<file path="src/rtl/sc_et_counter.sv">
`default_nettype none
// ============================================================================
// Module   : sc_et_counter
// Purpose  : Counts the ones in a stochastic bitstream of up to N = 2**WIDTH
//            bits and decides whether the count exceeds a threshold.
//            When SC_ET_EARLY_TERM_EN is defined, evaluation stops as soon
//            as the outcome is certain (HI / LO early termination).
//            Otherwise every evaluation consumes exactly N bits.
// Revision : 1.0 - initial release
// ============================================================================
module sc_et_counter #(
    parameter int WIDTH          = 8,
    parameter int THRESH_DEFAULT = 0
) (
    input  logic             clk,
    input  logic             rst,
    input  logic             start,
    input  logic [WIDTH:0]   thresh,
    input  logic             x,
    output logic             busy,
    output logic             done_valid,
    input  logic             done_ready,
    output logic             decision,
    output logic [WIDTH:0]   ones,
    output logic [WIDTH:0]   cycles,
    output logic             early
);

    // One guard bit above the WIDTH+1 counters keeps every sum from wrapping
    localparam int              c_AW = WIDTH + 2;
    localparam logic [c_AW-1:0] c_N  = {2'b01, {WIDTH{1'b0}}};

    localparam logic [1:0] c_S_IDLE = 2'd0;
    localparam logic [1:0] c_S_RUN  = 2'd1;
    localparam logic [1:0] c_S_DONE = 2'd2;

    logic [1:0]      r_state;
    logic [1:0]      w_state_nxt;
    logic [WIDTH:0]  r_ones;
    logic [WIDTH:0]  r_cycles;
    logic [WIDTH:0]  r_thr;
    logic            r_decision;
    logic            r_early;

    logic [c_AW-1:0] w_ones_n;
    logic [c_AW-1:0] w_cyc_n;
    logic [c_AW-1:0] w_thr_ext;
    logic            w_hi;
    logic            w_full;
    logic            w_term;
    logic            w_early;
    logic            w_accept;

    assign w_ones_n  = {1'b0, r_ones} + {{(c_AW-1){1'b0}}, x};
    assign w_cyc_n   = {1'b0, r_cycles} + {{(c_AW-1){1'b0}}, 1'b1};
    assign w_thr_ext = {1'b0, r_thr};
    assign w_hi      = (w_ones_n > w_thr_ext);
    assign w_full    = (w_cyc_n == c_N);
    assign w_accept  = (r_state == c_S_IDLE) && start;

`ifdef SC_ET_EARLY_TERM_EN
    logic w_lo;
    // LO: even if every remaining bit were a one the count could not pass thr
    assign w_lo    = ((w_ones_n + (c_N - w_cyc_n)) <= w_thr_ext);
    assign w_term  = w_hi | w_lo | w_full;
    assign w_early = (w_cyc_n < c_N);
`else
    assign w_term  = w_full;
    assign w_early = 1'b0;
`endif

    always_ff @(posedge clk or posedge rst) begin
        if (rst) begin
            r_state <= c_S_IDLE;
        end else begin
            r_state <= w_state_nxt;
        end
    end

    always_comb begin
        w_state_nxt = r_state;
        case (r_state)
            c_S_IDLE: if (start)      w_state_nxt = c_S_RUN;
            c_S_RUN:  if (w_term)     w_state_nxt = c_S_DONE;
            c_S_DONE: if (done_ready) w_state_nxt = c_S_IDLE;
            default:                  w_state_nxt = c_S_IDLE;
        endcase
    end

    // Decision equals the HI test in every termination case, including FULL
    always_ff @(posedge clk or posedge rst) begin
        if (rst) begin
            r_ones     <= '0;
            r_cycles   <= '0;
            r_thr      <= (WIDTH+1)'(THRESH_DEFAULT);
            r_decision <= 1'b0;
            r_early    <= 1'b0;
        end else if (w_accept) begin
            r_ones     <= '0;
            r_cycles   <= '0;
            r_thr      <= thresh;
            r_decision <= 1'b0;
            r_early    <= 1'b0;
        end else if (r_state == c_S_RUN) begin
            r_ones   <= w_ones_n[WIDTH:0];
            r_cycles <= w_cyc_n[WIDTH:0];
            if (w_term) begin
                r_decision <= w_hi;
                r_early    <= w_early;
            end
        end
    end

    assign busy       = (r_state == c_S_RUN);
    assign done_valid = (r_state == c_S_DONE);
    assign decision   = r_decision;
    assign ones       = r_ones;
    assign cycles     = r_cycles;
    assign early      = r_early;

endmodule
`default_nettype wire

</file>
<file path="config.mk">
export PLATFORM = sky130hd
export DESIGN_NAME = sc_et_counter
export DESIGN_NICKNAME = d
export VERILOG_FILES = /design/src/rtl/sc_et_counter.sv
export SDC_FILE = /design/constraint.sdc
export NUM_CORES = 1
export LEC_CHECK = 0
export ABC_AREA = 1
export CORE_UTILIZATION = 40
export CTS_BUF_LIST = sky130_fd_sc_hd__clkbuf_16
export CTS_CLUSTER_DIAMETER = 80
export DETAILED_ROUTE_END_ITERATION = 6
export MAX_ROUTING_LAYER = met4
export PLACE_DENSITY_LB_ADDON = 0.05
export RECOVER_POWER = 50
export SKIP_CTS_REPAIR_TIMING = 1
export SLEW_MARGIN = 20
export SYNTH_ARGS = -nofsm -noshare
export SYNTH_HDL_FRONTEND = slang
export SYNTH_SLANG_ARGS = --single-unit
</file>
<file path="constraint.sdc">
create_clock -name clk -period 2.6 [get_ports clk]
set_input_delay 0.52 -clock clk [delete_from_list [all_inputs] [get_ports clk]]
set_output_delay 0.52 -clock clk [all_outputs]
set_load 0.005 [all_outputs]
</file>
==> results of run 1 <==
==> path summary, 6_finish.rpt <==
| path | cells after the start | end | slack (ns) |
|---|---|---|---|
| setup / recovery | 5 | cycles[3]$_DFFE_PP0P_ | 0.30 |
| hold / removal | 1 | r_thr[0]$_DFFE_PP0P_ | 0.52 |
| setup reg to reg | 5 | cycles[3]$_DFFE_PP0P_ | 0.30 |
| hold reg to reg | 1 | r_thr[0]$_DFFE_PP0P_ | 0.52 |
| max in group asynchronous | 3 | r_thr[2]$_DFFE_PP0P_ | 1.55 |
| min in group asynchronous | 3 | cycles[8]$_DFFE_PP0P_ | 0.76 |
==> layout make-up <==
cell class / instances / area, um2
fillers: 439 / 1881
multi-input cells: 164 / 915.9
flip-flops and latches: 30 / 750.7
repair buffers: 46 / 421.7
inverters: 41 / 153.9
clock buffers: 5 / 125.1
well taps: 52 / 65.06
clock inverters: 3 / 11.26
==> registers in the layout, indices dropped and copies added (netlist names) <==
name      cells
ones          9
r_state       2
cycles        9
r_thr         9
decision      1
==> cells in the mapped netlist (2+ instances only) <==
cell       n  share of area (%)
nand2_1   61                 13
inv_1     40                8.4
dfrtp_1   30                 42
nor2_1    25                5.2
nand3_1   21                5.8
a21oi_1   12                3.3
ha_1      12                8.4
o22ai_1    8                2.8
o21ai_0    6                1.7
xor2_1     4                1.9
clkbuf_1   3               0.63
nand4_1    3                1.0
and2_1     2               0.70
buf_4      2               0.83
nor3_1     2               0.56
==> layer usage <==
layer	GRT usage, %	vias to the layer above	wire, um
met4	6.803	0	57
met5	-	-	0
met1	27.72	731	2163
met2	24.38	34	1697
li1	-	858	-
met3	5.556	7	188
==> cells by family (layout without fill, tap and decap cells) <==
family	count (synthesis)	count (layout)	share of synthesized area [%]
buffers and inverters	48	95	10.51
XOR/XNOR	4	4	1.948
AND/OR/NAND/NOR	117	117	27.63
flip-flops	30	30	41.75
other	1	1	0.2086
multiplexers	1	1	0.6263
adder cells (fa/ha/maj)	12	12	8.351
AO/OA/AOI/OAI	29	29	8.977
==> power groups by stage <==
stage,Clock [uW],Sequential (uW),Combinational (uW)
2_1_floorplan,0,808,734
3_3_place_gp,0,832,1220
3_5_place_dp,0,833,1220
4_1_cts,562,827,1230
5_1_grt,581,863,1450
6_report,542,833,1270
==> through the flow <==
step                      utilization, %  instances  total power (uW)  hold slack, ns
after floorplan                        -        242              1542          0.4845
final                              56.51        341              2646          0.5161
after detailed placement           51.88        331              2057          0.5046
after CTS                          55.03        339              2622          0.5184
after global placement             51.88        331              2053          0.4982
after global routing               56.51        341              2890          0.5317
==> worst register-to-register path, stage by stage (launching register included) <==
cell	delay, ns
dfrtp_1	0.37
nor2_1	0.24
clkbuf_1	0.45
inv_1	0.45
nand2_1	0.48
o22ai_1	0.14
==> results.yml, run 1 <==
status:
  status: "completed"
cts:
  clock-sinks: 30
  clock_latency_ns: 0.27
  clockRootBuffer: "clkbuf_16"
  clk_pin_slew_ns: 0.05
  clockBufferDepth: 2
  ctsHtreeMaxLevel: 2
  cts_tree: "done"
  cts-buffers-inserted: 5
placement:
  place.gp.congestion: 0.8259
  port_buffers: 34
  pre_cts_ws_ns: -0.3720
  dp_hpwl_um: 2903
  dpl_cell_area_um2: 2243
route:
  wl_per_cell_um: 12.04
  drt_iter0_drc: 64
  ant_nets: 0
  drt_first_pass_iters: 4
  drt-total-wl_um: 4107
  via_count: 1630
  via_per_inst: 4.780
  drc: 0
timing:
  worst_pin_slew_ns: 0.7555
  setup_viol: 0
  timing.fmax_mhz: 435.1
  layout_setup_ws_ns: 0.3019
  finalCriticalPeriod_ns: 2.298
  relSlewSlack_pct: 49.63
  finalMaxSlewViolations: 0
  fin_tns_setup_ns: 0
  finalCritPeriodShare_pct: 88.39
  rsz0062_at_grt: "false"
  hold_viol: 0
  fin_skew_ns: 0.003618
run:
  maxCapViolCount: 0
logic_synthesis:
  yosysSeqAreaShare_pct: 41.75
  synth_flop_cell: "dfrtp_1"
  synth_seq_cells: 30
  yosys_warnings: 0
  netlist_area_um2: 1798
  synth.distinct_cells: 26
  syn_area_per_cell_um2: 7.430
  syn-num-nets: 268
  async_flop_share_pct: 100.0
  synth_edf_count: 0
  syn_inst: 242
power_and_ir_drop:
  seq_power_share_pct: 31.5
  p_sw_share_pct: 39.34
  p_leak_uw: 0.001233
  p_comb_share_pct: 48.0
  intPower_uw: 1605
  vdd_ir_drop_max_mv: 0.4606
  power_density_nw_per_um2: 1083
  pwr-share-clk_pct: 20.5
  switching_power_uw: 1041
layout:
  layout.nets: 314
  diodes: 0
  design_area_um2: 2444
  layout_commonest_cell: "nand2_1"
  syn_to_final_growth_pct: 35.91
  drive_above_1_share_pct: 11.42
  layout_common_cells: "58 x nand2_1, 38 x inv_1, 31 x clkdlybuf4s50_1"
worst_setup_path:
  crit_arrival_ns: 2.42
  path_class: "reg -> reg"
  critPathBufInv: 2
  r2r-start: "r_state[1]$_DFFE_PP0P_"
  max_stage_delay_ns: 0.48
  cpLargestDelayFamily: "buffers and inverters"
  required_ns: 2.72
  startpoint_type: "flip-flop"
  startpoint: "r_state[1]$_DFFE_PP0P_"
  path_cells: "nor2_1, clkbuf_1, inv_1, nand2_1, o22ai_1"
  cp_max_fo: 20
  cp_slowest_cell: "nand2_1"
  critPathCaptureType: "flip-flop"
grt:
  grt_antenna_before_repair: 0
  grt_pass1_vias: 1488
  grt_first_pass_wirelength_um: 6927
  grt_overflow: 0
  grt_max_degree: 31
  grt_use_total_pct: 18.93
floorplan:
  die_w_um: 69.05
  num_io_pins: 36
  dieHeight_um: 69.05
  core_um2: 4324
  die-area_um2: 4767
  start_util_pct: 41.58
  rows: 24
worst_hold_path:
  hp-start: "r_thr[0]$_DFFE_PP0P_"
  hold_path.class: "reg -> reg"
No activity file was read; power rests on OpenSTA's default activity.
==> inputs of run 2 (changes only) <==
--- a/config.mk
+++ b/config.mk
@@ -6,6 +6,7 @@
 export NUM_CORES = 1
 export LEC_CHECK = 0
 export ABC_AREA = 1
+export CORE_ASPECT_RATIO = 0.8
 export CORE_UTILIZATION = 40
 export CTS_BUF_LIST = sky130_fd_sc_hd__clkbuf_16
 export CTS_CLUSTER_DIAMETER = 80
@@ -18,3 +19,4 @@
 export SYNTH_ARGS = -nofsm -noshare
 export SYNTH_HDL_FRONTEND = slang
 export SYNTH_SLANG_ARGS = --single-unit
+export TNS_END_PERCENT = 50
==> run 2 against run 1 <==
Compared with the run above: via count up 0.55%; global-route usage up 0.36 points; critical endpoint is now decision$_DFFE_PP0P_; the run now ends with max-capacitance violations, max-slew violations left; final area up 2.0%; utilization up 2.1 points; first-iteration DRC count up 44%.
==> results.yml, run 2 (same netlist as run 1, synthesis figures left out) <==
layout:
  multi_input_area_um2: 900.9
  diodes: 0
  drive_above_1_share_pct: 12.29
  layout.nets: 318
  layout_common_cells: "59 x nand2_1, 39 x inv_1, 32 x clkdlybuf4s50_1"
  syn_to_final_growth_pct: 38.69
  design_area_um2: 2494
  fill_cells: 414
  regArea_um2: 750.7
  layout_commonest_cell: "nand2_1"
route:
  via_count: 1639
  ant_nets: 0
  drc: 0
  wl_met1_um: 2147
  highest_layer: "met4"
  drt-total-wl_um: 4057
  via_per_inst: 4.683
  routed-wl-met2_um: 1667
  wl_per_cell_um: 11.59
  wl_met3_um: 184
  drt_iter0_drc: 92
  drt_first_pass_iters: 4
cts:
  clockRootBuffer: "clkbuf_16"
  clk_pin_slew_ns: 0.05
  ctsHtreeMaxLevel: 2
  cts-buffers-inserted: 5
  clock_latency_ns: 0.28
  clockBufferDepth: 2
  clock-sinks: 30
  cts_tree: "done"
worst_setup_path:
  critPathBufInv: 5
  startpoint_type: "flip-flop"
  cpLargestDelayFamily: "simple AND/OR/NAND/NOR gates"
  critPathCaptureType: "flip-flop"
  crit_arrival_ns: 2.52
  path_cells: "ha_2, ha_4, nand2_2, inv_2, buf_4, buf_4, nand3_1, nand2_1, nand2_1, inv_1, ha_1, nand2_1, inv_1, nand2_1, nand2_1, nand2_1, nand3_1, nand2_1, nand2_1, nand3_1, nand2_1"
  crit_path_frequent_cell: "nand2_1"
  path_class: "reg -> reg"
  cp_slowest_cell: "dfrtp_1"
  cp_max_fo: 3
  required_ns: 2.77
  max_stage_delay_ns: 0.39
  r2r_slack_ns: 0.24
power_and_ir_drop:
  power_density_nw_per_um2: 1104
  p_leak_uw: 0.001271
  vdd_ir_drop_max_mv: 0.6563
  p_total_uw: 2752
grt:
  grt_max_degree: 31
  grt_use_total_pct: 19.29
  grt_pass1_vias: 1441
  grt_first_pass_wirelength_um: 6658
  grt_overflow: 0
  grt_antenna_before_repair: 0
timing:
  finalMaxSlewViolations: 31
  timing.fmax_mhz: 424.5
  finalCritPeriodShare_pct: 90.61
  worst_pin_slew_ns: 1.602
  finalCriticalPeriod_ns: 2.356
  setup_viol: 0
  relSlewSlack_pct: -6.771
  layout_setup_ws_ns: 0.2442
  rsz0062_at_grt: "false"
  fin_skew_ns: 0.004067
  hold_viol: 0
floorplan:
  die-area_um2: 4769
  dieHeight_um: 61.97
  die_w_um: 76.96
  start_util_pct: 42.24
  core_um2: 4257
  rows: 21
  num_io_pins: 36
placement:
  place.gp.congestion: 0.8222
  pre_cts_ws_ns: -0.3346
  dpl_cell_area_um2: 2280
  dp_hpwl_um: 2964
  port_buffers: 34
run:
  maxCapViolCount: 1
status:
  violations: "max-capacitance violations, max-slew violations"
  status: "finished with violations"
worst_hold_path:
  hold_path.class: "reg -> reg"
[run 2: changes by cell type in the layout (fill, tap and decap cells not counted), sizes merged]
cell,before,now
buf,9,13
clkinv,3,2
clkdlybuf4s50,31,32
bufinv,0,1
dlygate4sd3,2,1
[run 2: worst paths after layout]
path	start	endpoint	cells after the start
min in group asynchronous	rst	cycles[7]$_DFFE_PP0P_	3
worst min-delay path	r_thr[2]$_DFFE_PP0P_	r_thr[2]$_DFFE_PP0P_	2
worst max-delay path	ones[0]$_DFFE_PP0P_	decision$_DFFE_PP0P_	21
worst max register to register	ones[0]$_DFFE_PP0P_	decision$_DFFE_PP0P_	21
worst min register to register	r_thr[2]$_DFFE_PP0P_	r_thr[2]$_DFFE_PP0P_	2
max in group asynchronous	rst	cycles[3]$_DFFE_PP0P_	3
[run 2: final cells by class]
type | instances | area share, %
multi-input cells | 164 | 36.13
well taps | 57 | 2.860
clock buffers | 5 | 5.018
inverters | 41 | 6.172
flip-flops and latches | 30 | 30.11
clock inverters | 3 | 1.606
repair buffers | 50 | 18.11
[run 2: where the power goes]
part / switching [uW] / internal, uW / leakage (uW)
sequential: 171 / 658 / 0.000365
combinational: 668 / 603 / 0.000823
clock: 205 / 447 / 0.0000836
[run 2: worst reg2reg max path, stage by stage, from the launching register on]
cell and delay [ns]:
dfrtp_1 0.39, ha_2 0.22, ha_4 0.16, nand2_2 0.07, inv_2 0.05, buf_4 0.12, buf_4 0.12, nand3_1 0.06
nand2_1 0.05, nand2_1 0.08, inv_1 0.05, ha_1 0.26, nand2_1 0.10, inv_1 0.05, nand2_1 0.05, nand2_1 0.05
nand2_1 0.06, nand3_1 0.07, nand2_1 0.06, nand2_1 0.05, nand3_1 0.07, nand2_1 0.05
[run 2: through the flow]
stage / hold slack [ns] / TNS [ns] / utilization (%) / instances
2_1_floorplan: 0.4845 / 0 / - / 242
3_3_place_gp: 0.4998 / -0.2388 / 53.56 / 340
3_5_place_dp: 0.5018 / -0.3346 / 53.56 / 340
4_1_cts: 0.5160 / -0.05361 / 57.44 / 348
5_1_grt: 0.5211 / 0 / 58.58 / 350
6_report: 0.5113 / 0 / 58.58 / 350
[run 2: metal layers]
metal	up-vias	global-route usage, %
met5	-	-
met4	0	7.418
met3	7	4.526
met2	37	27.93
met1	724	26.25
li1	871	-
==> inputs of run 3 (changes only) <==
--- a/config.mk
+++ b/config.mk
@@ -6,8 +6,10 @@
 export NUM_CORES = 1
 export LEC_CHECK = 0
 export ABC_AREA = 1
+export CELL_PAD_IN_SITES_DETAIL_PLACEMENT = 0
+export CELL_PAD_IN_SITES_GLOBAL_PLACEMENT = 2
 export CORE_ASPECT_RATIO = 0.8
-export CORE_UTILIZATION = 40
+export CORE_UTILIZATION = 29
 export CTS_BUF_LIST = sky130_fd_sc_hd__clkbuf_16
 export CTS_CLUSTER_DIAMETER = 80
 export DETAILED_ROUTE_END_ITERATION = 6
==> run 3 against run 2 <==
Compared with the run above: the run now ends clean; largest power group unchanged; first-iteration DRC count shrank 38%; hold slack improved by 0.012 ns; clock-buffer cell count unchanged; sequential share of layout area decreased by 0.45 points; die area grew 37%; critical endpoint unchanged; clock power grew 2%; final area grew 1.5%.
==> results.yml, run 3 (same netlist as run 1, synthesis figures left out) <==
worst_setup_path:
  crit_arrival_ns: 2.49
  startpoint_type: "flip-flop"
  path_cells: "ha_2, ha_4, nand2_2, inv_2, nand2_2, nor2_2, nand2_1, xor2_1, inv_1, ha_4, nand3_2, nor2_2, nand2_1, nand3_1, nand2_1, nand2_1, nand3_1, nand2_1"
  reg2reg_depth: 18
  critPathBufInv: 2
  path_depth: 18
  setup.worst_path.end: "decision$_DFFE_PP0P_"
  max_stage_delay_ns: 0.38
  r2r_slack_ns: 0.33
  required_ns: 2.82
  cp_max_fo: 3
  startpoint: "ones[0]$_DFFE_PP0P_"
  r2r-start: "ones[0]$_DFFE_PP0P_"
  critPathCaptureType: "flip-flop"
  path_class: "reg -> reg"
  crit_path_frequent_cell: "nand2_1"
  cpLargestDelayFamily: "simple AND/OR/NAND/NOR gates"
  cp_slowest_cell: "dfrtp_1"
  regToRegEndpoint: "decision$_DFFE_PP0P_"
route:
  drc: 0
  drt_iter0_drc: 57
  drt_first_pass_iters: 4
  wl_per_cell_um: 12.25
  drt-total-wl_um: 4582
  via_count: 1658
  via_per_inst: 4.433
  ant_nets: 0
layout:
  diodes: 0
  layout.nets: 318
  fin_util_pct: 42.59
  multi_input_area_um2: 910.9
  regArea_um2: 750.7
  layoutNonFillerInstCount: 374
  layout_commonest_cell: "nand2_1"
  layout_common_cells: "59 x nand2_1, 39 x inv_1, 30 x dfrtp_1"
  syn_to_final_growth_pct: 40.78
  drive_above_1_share_pct: 12.97
  fill_cells: 620
timing:
  layout_setup_ws_ns: 0.3251
  relSlewSlack_pct: 46.71
  hold_viol: 0
  finalMaxSlewViolations: 0
  finalCriticalPeriod_ns: 2.275
  finalCritPeriodShare_pct: 87.50
  rsz0062_at_grt: "false"
  fin_skew_ns: 0.004840
  worst_pin_slew_ns: 0.7994
  setup_viol: 0
  timing.fmax_mhz: 439.6
floorplan:
  start_util_pct: 30.25
  die-area_um2: 6521
  rows: 25
  die_w_um: 90.04
  dieHeight_um: 72.43
  num_io_pins: 36
  core_um2: 5943
placement:
  dp_hpwl_um: 3328
  post-place-cells: 365
  place.gp.congestion: 0.7437
  port_buffers: 34
  pre_cts_ws_ns: -0.3573
grt:
  grt_first_pass_wirelength_um: 7576
  grt_overflow: 0
  grt_pass1_vias: 1490
  grt_antenna_before_repair: 0
  grt_use_total_pct: 15.72
  grt_max_degree: 31
cts:
  clockRootBuffer: "clkbuf_16"
  clk_pin_slew_ns: 0.06
  cts_tree: "done"
  ctsHtreeMaxLevel: 2
  cts-buffers-inserted: 5
  clockBufferDepth: 2
  clock_latency_ns: 0.28
  clock-sinks: 30
power_and_ir_drop:
  vdd_ir_drop_max_mv: 0.4465
  p_leak_uw: 0.001275
  power_density_nw_per_um2: 1105
run:
  maxCapViolCount: 0
status:
  status: "completed"
worst_hold_path:
  hold_path.class: "reg -> reg"
## run 3: cell count changes in the layout (fill, tap and decap cells not counted), sizes merged
cell / previous run / this run
buf: 13 / 12
dlygate4sd3: 1 / 4
clkbuf: 8 / 9
clkdlybuf4s50: 32 / 29
## run 3: where the power goes
group	switching [uW]	internal [uW]	leakage (uW)
combinational	685	611	0.000826
sequential	180	658	0.000365
clock	216	448	0.0000836
## run 3: final cells by class
cell class | count | share of cell area, %
multi-input cells | 164 | 35.99
clock buffers | 5 | 4.943
clock inverters | 3 | 1.582
flip-flops and latches | 30 | 29.66
repair buffers | 50 | 17.75
inverters | 41 | 6.080
well taps | 81 | 4.004
## run 3: worst min-delay path, cell delays in order (launching register included)
cell and delay, ns:
dfrtp_1 0.32, inv_1 0.05, a21oi_1 0.11
## run 3: stage by stage
stage / TNS (ns) / cell area [um2] / power (uW) / hold WS (ns)
after floorplan: 0 / 1798 / 1542 / 0.4845
after global placement: -0.3093 / 2317 / 2138 / 0.5013
after detailed placement: -0.3573 / 2317 / 2119 / 0.5074
after CTS: -0.06004 / 2482 / 2800 / 0.5198
after global routing: 0 / 2531 / 3052 / 0.5454
final: 0 / 2531 / 2798 / 0.5235
## run 3: metal layers
layer  global-route usage, %  vias to the layer above  part of all wire (%)
met5                       -                        -                     0
met4                   5.376                        0                   1.3
met3                   4.088                        6                   4.9
met2                   19.68                       40                    36
met1                   23.60                      740                    57
li1                        -                      872                     -
## run 3: worst min path at each step
stage | slack [ns] | cells after the start | to | start
3_5_place_dp | 0.51 | 2 | r_thr[8]$_DFFE_PP0P_ | r_thr[8]$_DFFE_PP0P_
2_1_floorplan | 0.48 | 2 | r_thr[1]$_DFFE_PP0P_ | r_thr[1]$_DFFE_PP0P_
3_3_place_gp | 0.50 | 2 | r_thr[3]$_DFFE_PP0P_ | r_thr[3]$_DFFE_PP0P_
6_report | 0.52 | 2 | r_thr[4]$_DFFE_PP0P_ | r_thr[4]$_DFFE_PP0P_
5_1_grt | 0.55 | 2 | r_thr[1]$_DFFE_PP0P_ | r_thr[1]$_DFFE_PP0P_
4_1_cts | 0.52 | 2 | r_thr[3]$_DFFE_PP0P_ | r_thr[3]$_DFFE_PP0P_
